**config.mk**
```make
export PLATFORM = sky130hd
export DESIGN_NAME = frame_scheduler
export DESIGN_NICKNAME = d
export VERILOG_FILES = /design/src/rtl/frame_pkg.sv /design/src/rtl/rr_arbiter2.sv /design/src/rtl/frame_scheduler.sv
export SDC_FILE = /design/constraint.sdc
export NUM_CORES = 1
export LEC_CHECK = 0
export BUFFER_PORTS_ARGS = -buffer_cell sky130_fd_sc_hd__buf_2
export CAP_MARGIN = 20
export CORE_ASPECT_RATIO = 0.75
export CORE_UTILIZATION = 41
export DETAILED_ROUTE_END_ITERATION = 10
export PLACE_DENSITY_LB_ADDON = 0.2
export RECOVER_POWER = 50
export SKIP_CTS_REPAIR_TIMING = 1
export SYNTH_ARGS = -nofsm -noshare
export SYNTH_HDL_FRONTEND = slang
export SYNTH_SLANG_ARGS = --single-unit
```
**constraint.sdc**
```tcl
create_clock -name clk -period 1.8 [get_ports clk]
set_input_delay 0.36 -clock clk [delete_from_list [all_inputs] [get_ports clk]]
set_output_delay 0.36 -clock clk [all_outputs]
set_load 0.05 [all_outputs]
```
**src/rtl/frame_pkg.sv**
```systemverilog
// Shared types and fixed payloads for the frame scheduler.
package frame_pkg;

  typedef enum logic [1:0] {
    FT_A    = 2'd0,
    FT_B    = 2'd1,
    FT_SYNC = 2'd2,
    FT_IDLE = 2'd3
  } frame_type_t;

  typedef enum logic [1:0] {
    ST_OFF  = 2'd0,
    ST_SYNC = 2'd1,
    ST_RUN  = 2'd2
  } sched_state_t;

  localparam logic [27:0] FRAME_SYNC_WORD = 28'hA5A5A5A;
  localparam logic [27:0] FRAME_IDLE_WORD = 28'h0000000;

endpackage

```
**src/rtl/rr_arbiter2.sv**
```systemverilog
// Two-way round-robin grant: ptr=0 favours req[0] on conflict, ptr=1 favours req[1].
module rr_arbiter2 (
  input  logic [1:0] req,
  input  logic       ptr,
  output logic [1:0] grant
);

  always_comb begin
    grant = 2'b00;
    if (req[0] && (!req[1] || !ptr)) grant = 2'b01;
    else if (req[1])                 grant = 2'b10;
  end

endmodule

```
**src/rtl/frame_scheduler.sv**
```systemverilog
// Frame scheduler: interleaves A/B data with periodic SYNC frames and gap-filling IDLE
// frames into a single registered valid/ready stream toward the frame assembler.
module frame_scheduler
  import frame_pkg::*;
#(
  parameter int              WIDTH       = 28,
  parameter int              SYNC_PERIOD = 16,
  parameter int              IDLE_GAP    = 8,
  parameter logic [WIDTH-1:0] SYNC_WORD  = FRAME_SYNC_WORD,
  parameter logic [WIDTH-1:0] IDLE_WORD  = FRAME_IDLE_WORD
) (
  input  logic             clk,
  input  logic             rst,
  input  logic             en,
  input  logic [WIDTH-1:0] a_data,
  input  logic             a_valid,
  output logic             a_ready,
  input  logic [WIDTH-1:0] b_data,
  input  logic             b_valid,
  output logic             b_ready,
  output logic [WIDTH-1:0] fa_din,
  output logic             fa_vin,
  output logic [1:0]       fa_type,
  input  logic             fa_ready
);

  localparam int FC_W = $clog2(SYNC_PERIOD + 1);
  localparam int IC_W = $clog2(IDLE_GAP + 1);

  sched_state_t    state;
  logic            ptr;
  logic [FC_W-1:0] frame_cnt;
  logic [IC_W-1:0] idle_cnt;
  logic [1:0]      grant;
  logic            load_ok, run_slot, data_go, idle_go, no_req;

  rr_arbiter2 u_arb (
    .req   ({b_valid, a_valid}),
    .ptr   (ptr),
    .grant (grant)
  );

  assign load_ok  = !fa_vin || fa_ready;
  assign run_slot = (state == ST_RUN) && en && load_ok;
  assign no_req   = !a_valid && !b_valid;
  assign data_go  = run_slot && (grant != 2'b00);
  // Idle frame fills the last empty slot of the gap, so the stream shows exactly IDLE_GAP empty cycles.
  assign idle_go  = (state == ST_RUN) && en && no_req && !fa_vin &&
                    (idle_cnt == IC_W'(IDLE_GAP - 1));
  assign a_ready  = run_slot && grant[0];
  assign b_ready  = run_slot && grant[1];

  always_ff @(posedge clk or negedge rst) begin
    if (!rst) begin
      state     <= ST_OFF;
      fa_vin    <= 1'b0;
      fa_din    <= '0;
      fa_type   <= FT_A;
      ptr       <= 1'b0;
      frame_cnt <= '0;
      idle_cnt  <= '0;
    end else begin
      if (fa_ready) fa_vin <= 1'b0;
      case (state)
        ST_OFF: begin
          idle_cnt <= '0;
          if (en) state <= ST_SYNC;
        end
        ST_SYNC: begin
          idle_cnt <= '0;
          if (!en) state <= ST_OFF;
          else if (load_ok) begin
            fa_vin    <= 1'b1;
            fa_din    <= SYNC_WORD;
            fa_type   <= FT_SYNC;
            frame_cnt <= '0;
            state     <= ST_RUN;
          end
        end
        ST_RUN: begin
          if (!en) begin
            state    <= ST_OFF;
            idle_cnt <= '0;
          end else if (data_go || idle_go) begin
            fa_vin   <= 1'b1;
            idle_cnt <= '0;
            if (data_go) begin
              fa_din  <= grant[0] ? a_data : b_data;
              fa_type <= grant[0] ? FT_A : FT_B;
              ptr     <= grant[0];
            end else begin
              fa_din  <= IDLE_WORD;
              fa_type <= FT_IDLE;
            end
            // Hitting the period hands the very next load slot to the sync frame.
            if (frame_cnt == FC_W'(SYNC_PERIOD - 1)) begin
              frame_cnt <= '0;
              state     <= ST_SYNC;
            end else begin
              frame_cnt <= frame_cnt + FC_W'(1);
            end
          end else if (no_req && !fa_vin) begin
            idle_cnt <= idle_cnt + IC_W'(1);
          end
        end
        default: state <= ST_OFF;
      endcase
    end
  end

endmodule

```
; ---- Yosys cells after proc, flatten, opt, wreduce, memory -nomap -nowiden
; Index checks and enable logic that the tools add are counted.
[totals]
latch_bits = 0
elab_cells = 87
ram_bits = 0
ff_bits = 43
mem_bits_ro = 0
inputBits = 62
n_memories = 0
[op_classes]
n_mux = 38
n_bitwise = 0
n_addsub = 2
shifts = 0
order_cmp = 0
div_mod_pow = 0
eq_ne = 13
reduce_logical = 27
mul = 0
[op_table]
columns = op, count
row1 = two-way mux 28 bit, 6
row2 = one-hot mux 28 bit (2 select lines), 1
row3 = two-way mux 5 bit, 5
row4 = two-way mux 2 bit, 12
row5 = two-way mux 4 bit, 3
row6 = logical AND 1 bit, 11
row7 = one-hot mux 5 bit (2 select lines), 1
row8 = inequality test 2 bit (second input constant), 4
row9 = one-hot mux 4 bit (2 select lines), 1
row10 = AND reduction 4 bit, 2
row11 = two-way mux 1 bit, 6
row12 = inequality test 3 x 2 -> 1 bit (second input constant), 2
row13 = one-hot mux 2 bit (3 select lines), 1
row14 = nonzero test 2 bit, 3
row15 = adder 5 x 1 -> 5 bit (second input constant), 1
row16 = equality test 5 x 4 -> 1 bit (second input constant), 1
row17 = AND reduction 5 bit, 1
row18 = adder 4 x 1 -> 4 bit (second input constant), 1
row19 = equality test 4 x 3 -> 1 bit (second input constant), 1
row20 = zero test 1 bit, 4
row21 = inequality test 4 x 2 -> 1 bit (second input constant), 1
row22 = one-hot mux 2 bit (2 select lines), 1
row23 = logical OR 1 bit, 3
row24 = inequality test 3 bit (second input constant), 1
row25 = 7 further kinds, 7

; ---- Longest topological paths before layout
; Gate-level depths: netlist (run 1).
[depth]
word_depth = 10
mapped_depth = 10
depth_no_buf = 6

; ---- By module
; A second synthesis (run 1) with hierarchy kept.
[hier_totals]
hier_cells = 207
hier_area_um2 = 2292.2
[by_module_without_submodules]
columns = mod, cells_per_inst, seq_area_each_um2, n_inst, area_each_um2
row1 = frame_scheduler, 204, 1076.0, 1, 2273.4
row2 = rr_arbiter2, 3, 0.0, 1, 18.8

; ---- Worst setup path before layout (run 1)
; Ideal clock, no wire load.
[synth_timing]
path_type = flip-flop to flip-flop
start = reg state[0]
end = reg fa_type[0]
slack_ns = -0.712
n_path_buf = 1
arrival_ns = 2.315
synth_period_minus_slack_ns = 2.512
path_stages_with_launch = 7
setup_time_ns = 0.197
required_ns = 1.603
path_cell_list = dfrtp_1 inv_1 ha_1 buf_2 nand2_1 nor3_1 o311ai_0
[synth_via]
elab_chain_cells = 8
word_cells_on_any_way = 19
[synth_lines]
columns = item, line_no
row1 = "start, declared", frame_scheduler.sv:30  ; sched_state_t state;
row2 = "start signal, assigned", frame_scheduler.sv:55  ; state <= ST_OFF;
row3 = "start signal, assigned", frame_scheduler.sv:67  ; if (en) state <= ST_SYNC;
row4 = "start signal, assigned", frame_scheduler.sv:71  ; if (!en) state <= ST_OFF;
row5 = equality test 2 bit, "frame_scheduler.sv:44, frame_scheduler.sv:48, frame_scheduler.sv:64"
row6 = logical AND 1 bit, "frame_scheduler.sv:44, frame_scheduler.sv:48"
row7 = "logical AND 1 bit, on equally long branches", "frame_scheduler.sv:44, frame_scheduler.sv:48"
row8 = "logical AND 1 bit, on equally long branches", "frame_scheduler.sv:46, frame_scheduler.sv:48"
row9 = two-way mux 2 bit / logical AND 1 bit (equally long branches), "frame_scheduler.sv:87, frame_scheduler.sv:48"
row10 = two-way mux 2 bit / logical OR 1 bit (equally long branches), frame_scheduler.sv:84  ; end else if (data_go || idle_go) begin
row11 = two-way mux 2 bit / inequality test 2 x 1 -> 1 bit (equally long branches), n/a
row12 = one-hot mux 2 bit (2 select lines) / AND reduction 5 bit (equally long branches), n/a
row13 = "end signal, assigned", frame_scheduler.sv:89  ; fa_type <= grant[0] ? FT_A : FT_B;
row14 = "end, declared", frame_scheduler.sv:23  ; output logic [1:0] fa_type,
; Several ways; a longest one is shown, not always the timed one. The select of a mux whose other input is x is not followed.
; A chain may end at the register's enable or synchronous reset.

; ---- Worst setup path in the final report (run 1)
[layout_timing]
start = reg state[1]
end = out b_ready
[layout_via]
elab_chain_cells = 4
[layout_lines]
columns = item, line_no
row1 = equality test 2 bit, frame_scheduler.sv:44  ; assign run_slot = (state == ST_RUN) && en && load_ok;
row2 = logical AND 1 bit (2 in series), frame_scheduler.sv:44
row3 = logical AND 1 bit, frame_scheduler.sv:51  ; assign b_ready = run_slot && grant[1];
row4 = "end, declared", frame_scheduler.sv:20  ; output logic b_ready,
; Every way passes these cells.

==> metrics.md, run 1 <==
| Metric | Value |
|---|---|
| Launching point of the worst reg2reg path | state[1] |
| GR Util All Layers | 0.189 |
| Area Growth Syn to Fin | 35.5% |
| Synth Area in Compound Gates | 0.232 |
| Register area share after synthesis | 0.460 |
| Num CTS Buffers | 5 |
| CP endpoint kind | primary output |
| Number of diodes | 0 |
| Ys async rst share | 1.00 |
| Synth cell types | 44 |
| RSZ-0062 raised after global routing | true |
| Worst-skew pair later-pin latency | 0.30 ns |
| Worst EP required | 1.44 ns |
| GR Overflow Total | 0 |
| Largest net degree at the start of global routing | 29 |
| Slew @ Worst Pin | 1.17 ns |
| Initial core utilization | 0.432 |
| Post-Syn Nets | 297 |
| Tmin final | 1.84 ns |
| Post-synthesis xor/xnor area fraction | 0 |
| Vias in the first global route | 1822 |
| Post-synthesis simple-gate area fraction | 0.145 |
| Failing checks | negative setup slack |
| Die ar. | 6020 µm² |
| Post-placement cell count | 399 |
| Cell Area, Synth | 2340 µm² |
| Final cell count without fillers | 412 |
| Initial antenna violation count | 0 |
| Final Hold Viols | 0 |
| Maxcap violations | 0 |
| Achievable Freq | 542 MHz |
| EDFF count, synth | 0 |
| TritonCTS clock tree | built |
| TritonRoute pass-1 iters | 4 |
| Final nets | 404 |
| Max-slew headroom | 0.222 |
| # IOs | 95 |
| CTS Sinks | 43 |
| Largest family of logic cells by synthesized area | compound AO/OA/AOI/OAI gates |
| #FFs+latches synth | 43 |
| Critical path class | reg2out |
| GP Congestion | 0.806 |
| IO Port Bufs | 94 |
| Fillers | 498 |
| Period utilization | 1.02 |
| Top_reg_cell synth | dfrtp_1 |
| Worst Hold Class | in2async |
| Arr. time, crit path | 1.48 ns |
| Worst Path Max Fanout | 6 |
| Status | complete, but fails checks |
| Root Buffer | clkbuf_8 |
| H-tree Lvls | 2 |
| Cells after Synth | 229 |
| Clock slew at reported path FFs | 0.09 ns |
| Setup violators final | 1 |
| Detailed Route WL | 5700 µm |
| Most frequent cells in the layout | 85 x buf_2, 42 x dfrtp_1, 36 x nand2_1 |
| CP startpoint | state[1] |
| DR DRC count | 0 |
| Post-Synth Adder-Cell Area | 0.0321 |
| Avg Inst Size Synth | 10.2 µm² |
| Vias | 2095 |
| Core footprint | 5410 µm² |
| Warnings, synthesis | 0 |
| Share of cells above drive strength 1 | 0.424 |
| Maximum clock path buffer count | 2 |
| Die width | 89.2 µm |
| DP Worst Slack | -0.0769 ns |
| Row count | 23 |
| Lkg Pwr | 1.47 nW |
| Most common cell after layout, fill and taps aside | buf_2 |
| Post-synthesis mux area share | 0.0727 |
| Final worst slack | -0.0445 ns |
| Slew Viols, Final | 0 |
| Hold Worst Slack | 0.265 ns |
| Post-DR vias/cell | 5.08 |
| Pwr per Cell Area | 1430 nW/µm² |
| VDD IR-drop max | 1.04 mV |
| Wire length of the first global-routing pass | 8600 µm |
| Final ANT Viol Nets | 0 |
| Post-detail-place hpwl | 4040 µm |
| WL/cell | 13.8 µm |
| Type of origin of the critical path | flip-flop |
| Setup Skew | 0.00977 ns |
| Die outline height | 67.4 µm |
| DRT iter0 DRCs | 108 |
[layout make-up]
type                            instances  area (µm²)  area share
Clock inverter                          3        23.8     0.00750
Multi-Input combinational cell        163        1220       0.385
Timing Repair Buffer                  115         657       0.207
Sequential cell                        43        1080       0.340
Inverter                                8        30.0     0.00947
Tap cell                               75        93.8      0.0296
Clock buffer                            5        68.8      0.0217
[sequential cells by signal, indices dropped and copies added (netlist names)]
name,count
frame_cnt,5
state,2
fa_type,2
fa_din,28
idle_cnt,4
fa_vin,1
ptr,1
[synth_stat cells (2+ instances only)]
master | n | area share
o2bb2ai_1 | 15 | 0.056
nand3_1 | 6 | 0.013
a21boi_0 | 2 | 0.0064
nand2_1 | 37 | 0.059
nand3b_1 | 2 | 0.0064
a21oi_1 | 21 | 0.045
mux2i_1 | 17 | 0.073
nor2_1 | 6 | 0.0096
nand2b_1 | 2 | 0.0053
clkbuf_1 | 4 | 0.0064
or2_2 | 2 | 0.0053
a211oi_1 | 2 | 0.0064
a211o_2 | 3 | 0.013
a21o_1 | 2 | 0.0064
o211ai_1 | 3 | 0.0096
ha_1 | 6 | 0.032
nand4_1 | 2 | 0.0053
inv_1 | 8 | 0.013
buf_6 | 4 | 0.019
o21ai_0 | 3 | 0.0064
a211o_1 | 13 | 0.049
dfrtp_1 | 43 | 0.46
buf_2 | 5 | 0.011
[path summary, 6_finish.rpt]
path / endpoint / slack, ns / cells after the start
hold reg to reg: idle_cnt[3] / 0.49 / 1
hold / removal: fa_vin / 0.26 / 1
min in group clk: fa_din[24] / 0.35 / 3
setup reg to reg: fa_din[27] / 0.02 / 7
setup / recovery: b_ready / -0.04 / 6
max in group asynchronous: fa_din[16] / 0.38 / 2
[metrics by stage]
| step | power, mW | setup TNS (ns) | util | area [µm²] |
|---|---|---|---|---|
| 6_report | 4.53 | -0.0445 | 0.586 | 3170 |
| 5_1_grt | 4.80 | -0.576 | 0.586 | 3170 |
| 4_1_cts | 4.42 | -1.44 | 0.569 | 3080 |
| 3_5_place_dp | 3.77 | -0.829 | 0.552 | 2980 |
| 3_3_place_gp | 3.75 | -0.433 | 0.552 | 2980 |
| 2_1_floorplan | 3.17 | 0 | - | 2370 |
[where the power goes]
group / total, mW / switching, mW / leakage, nW / internal, mW
Clock: 0.629 / 0.351 / 0.0408 / 0.277
Sequential: 1.45 / 0.195 / 0.522 / 1.25
Combinational: 2.46 / 1.63 / 0.906 / 0.827
Total: 4.53 / 2.18 / 1.47 / 2.36
[worst max-delay path, cell delays in order (launching register included)]
cell and delay (ns):
dfrtp_1 0.38, buf_6 0.11, ha_4 0.15, and2_4 0.17, nand3_2 0.08, nor2_2 0.13
buf_6 0.16
[metal layers]
metal  vias to the layer above  share of wire  global-route usage  wire [µm]
met1                       990           0.48               0.266       2770
met3                         2          0.048              0.0416        276
met2                        61           0.46               0.290       2640
met5                         -              0                   0          0
met4                         0         0.0046              0.0595         26
li1                       1042              -                   -          -
[cell families after synthesis]
group	Yosys count
buf+inv	23
compound gates	73
mux	17
simple gates	67
flops	43
fa+ha+maj	6
No activity file was read; power rests on OpenSTA's default activity.
==> run 2: changes to the inputs <==
--- a/config.mk
+++ b/config.mk
@@ -10,6 +10,7 @@
 export CORE_ASPECT_RATIO = 0.75
 export CORE_UTILIZATION = 41
 export DETAILED_ROUTE_END_ITERATION = 10
+export GPL_TIMING_DRIVEN = 0
 export PLACE_DENSITY_LB_ADDON = 0.2
 export RECOVER_POWER = 50
 export SKIP_CTS_REPAIR_TIMING = 1
==> run 2 against run 1 <==
Effect of this change: the run still ends with negative setup slack left; first-iteration DRC count up 14%; critical path depth unchanged; cell area up 10%; critical path type unchanged; critical endpoint unchanged.
==> metrics.md, run 2 (synthesized netlist as in run 1, its figures left out) <==
| Metric | Value |
|---|---|
| Critical path, cell by cell | inv_2 -> ha_4 -> and2_4 -> nand3_2 -> nor2_2 -> buf_6 |
| Cell Area, Placed | 2930 µm² |
| TritonCTS clock tree | built |
| GP Congestion | 0.747 |
| Largest net degree at the start of global routing | 44 |
| Core footprint | 5410 µm² |
| CP endpoint kind | primary output |
| Max-slew headroom | 0.559 |
| # IOs | 95 |
| Period utilization | 1.09 |
| CP max-delay cell | dfrtp_1 |
| Most frequent cells in the layout | 92 x buf_2, 42 x dfrtp_1, 37 x nand2_1 |
| Die ar. | 6020 µm² |
| IO Port Bufs | 93 |
| Final Cell Area | 3500 µm² |
| Num CTS Buffers | 5 |
| Post-placement cell count | 397 |
| Worst Path Max Fanout | 7 |
| Arr. time, crit path | 1.60 ns |
| Worst EP required | 1.44 ns |
| Setup Skew | 0.00707 ns |
| Most common cell after layout, fill and taps aside | buf_2 |
| Final core utilization | 0.646 |
| Clock slew at reported path FFs | 0.07 ns |
| Die outline height | 67.4 µm |
| Final nets | 425 |
| CTS Sinks | 43 |
| CP top delay family | flip-flops |
| Share of cells above drive strength 1 | 0.499 |
| Hold Worst Slack | 0.352 ns |
| Detailed Route WL | 6530 µm |
| Initial antenna violation count | 0 |
| Maximum single-stage delay on the critical path | 0.44 ns |
| R2r setup slk | -0.10 ns |
| Worst Hold Class | in2reg |
| H-tree Lvls | 2 |
| Status | complete, but fails checks |
| Vias | 2266 |
| TritonRoute pass-1 iters | 4 |
| Critical path class | reg2out |
| Setup violators final | 25 |
| DR DRC count | 0 |
| Final ANT Viol Nets | 0 |
| Root Buffer | clkbuf_8 |
| GR Util All Layers | 0.193 |
| Tmin final | 1.96 ns |
| Largest registers | fa_din: 28 flops, frame_cnt: 5 flops, idle_cnt: 4 flops |
| DRT iter0 DRCs | 123 |
| Number of diodes | 0 |
| Final Hold Viols | 0 |
| Row count | 23 |
| Wire length of the first global-routing pass | 8730 µm |
| VDD IR-drop max | 1.04 mV |
| Slew @ Worst Pin | 0.662 ns |
| Initial core utilization | 0.432 |
| Maxcap violations | 0 |
| Type of origin of the critical path | flip-flop |
| Worst-skew pair later-pin latency | 0.29 ns |
| Vias in the first global route | 1855 |
| Slew Viols, Final | 0 |
| Post-DR vias/cell | 5.25 |
| GR Overflow Total | 0 |
| Most flops, register | fa_din |
| Final worst slack | -0.159 ns |
| Area Growth Syn to Fin | 49.4% |
| Die width | 89.2 µm |
| RSZ-0062 raised after global routing | true |
| WL/cell | 15.1 µm |
| Maximum clock path buffer count | 2 |
| Failing checks | negative setup slack |
| Post-detail-place hpwl | 4220 µm |
| Pwr per Cell Area | 1410 nW/µm² |
| Number of flip-flops in the largest register | 28 |
| Achievable Freq | 511 MHz |
| Lkg Pwr | 1.63 nW |
| Final cell count without fillers | 432 |
| Buf/Inv on CP | 2 |
-- run 2: changes by cell type in the layout (fill, tap and decap cells not counted), moves of 3 or more --
cell / before / now
buf_6: 4 / 8
a21oi_2: 0 / 3
o2bb2ai_2: 0 / 12
clkbuf_16: 0 / 3
o2bb2ai_1: 15 / 2
buf_8: 1 / 4
buf_2: 85 / 92
buf_4: 16 / 20
a21oi_1: 21 / 18
clkbuf_1: 7 / 3
-- run 2: final cells by class --
| type | count | area, µm² |
|---|---|---|
| Fill cell | 458 | 1910 |
| Multi-Input combinational cell | 165 | 1330 |
| Sequential cell | 43 | 1080 |
| Timing Repair Buffer | 122 | 766 |
| Buffer | 12 | 111 |
| Tap cell | 75 | 93.8 |
| Clock buffer | 6 | 82.6 |
| Inverter | 8 | 30.0 |
| Clock inverter | 1 | 5.00 |
-- run 2: where the power goes --
group	internal, mW	switching, mW
clock	0.301	0.314
sequential	1.25	0.232
combinational	1.08	1.74
-- run 2: per-stage QoR --
stage,power [mW],setup WS (ns),setup TNS [ns]
detailed placement,3.73,-0.357,-5.30
floorplan,3.17,0.00567,0
global placement,3.71,-0.344,-4.65
finish,4.93,-0.159,-1.17
global route,5.20,-0.242,-3.34
CTS,4.36,-0.392,-6.14
-- run 2: routing by layer --
| layer | routed length, µm | global-route usage | part of all wire |
|---|---|---|---|
| met5 | 0 | 0 | 0 |
| met4 | 36 | 0.0377 | 0.0055 |
| met3 | 453 | 0.0465 | 0.069 |
| met1 | 3080 | 0.290 | 0.47 |
| met2 | 2970 | 0.285 | 0.45 |
-- run 2: path summary, 6_finish.rpt --
kind | endpoint | depth (start not counted) | start
worst max-delay path | b_ready | 6 | state[0]
worst min-delay path | fa_din[24] | 3 | b_data[24]
worst max register to register | state[0] | 6 | state[0]
worst min register to register | idle_cnt[3] | 1 | idle_cnt[3]
max in group asynchronous | fa_vin | 3 | rst
min in group asynchronous | idle_cnt[2] | 2 | rst
-- run 2: worst min-delay path: stages --
cell and delay (ns):
buf_2 0.07, mux2i_1 0.07, o2bb2ai_2 0.11
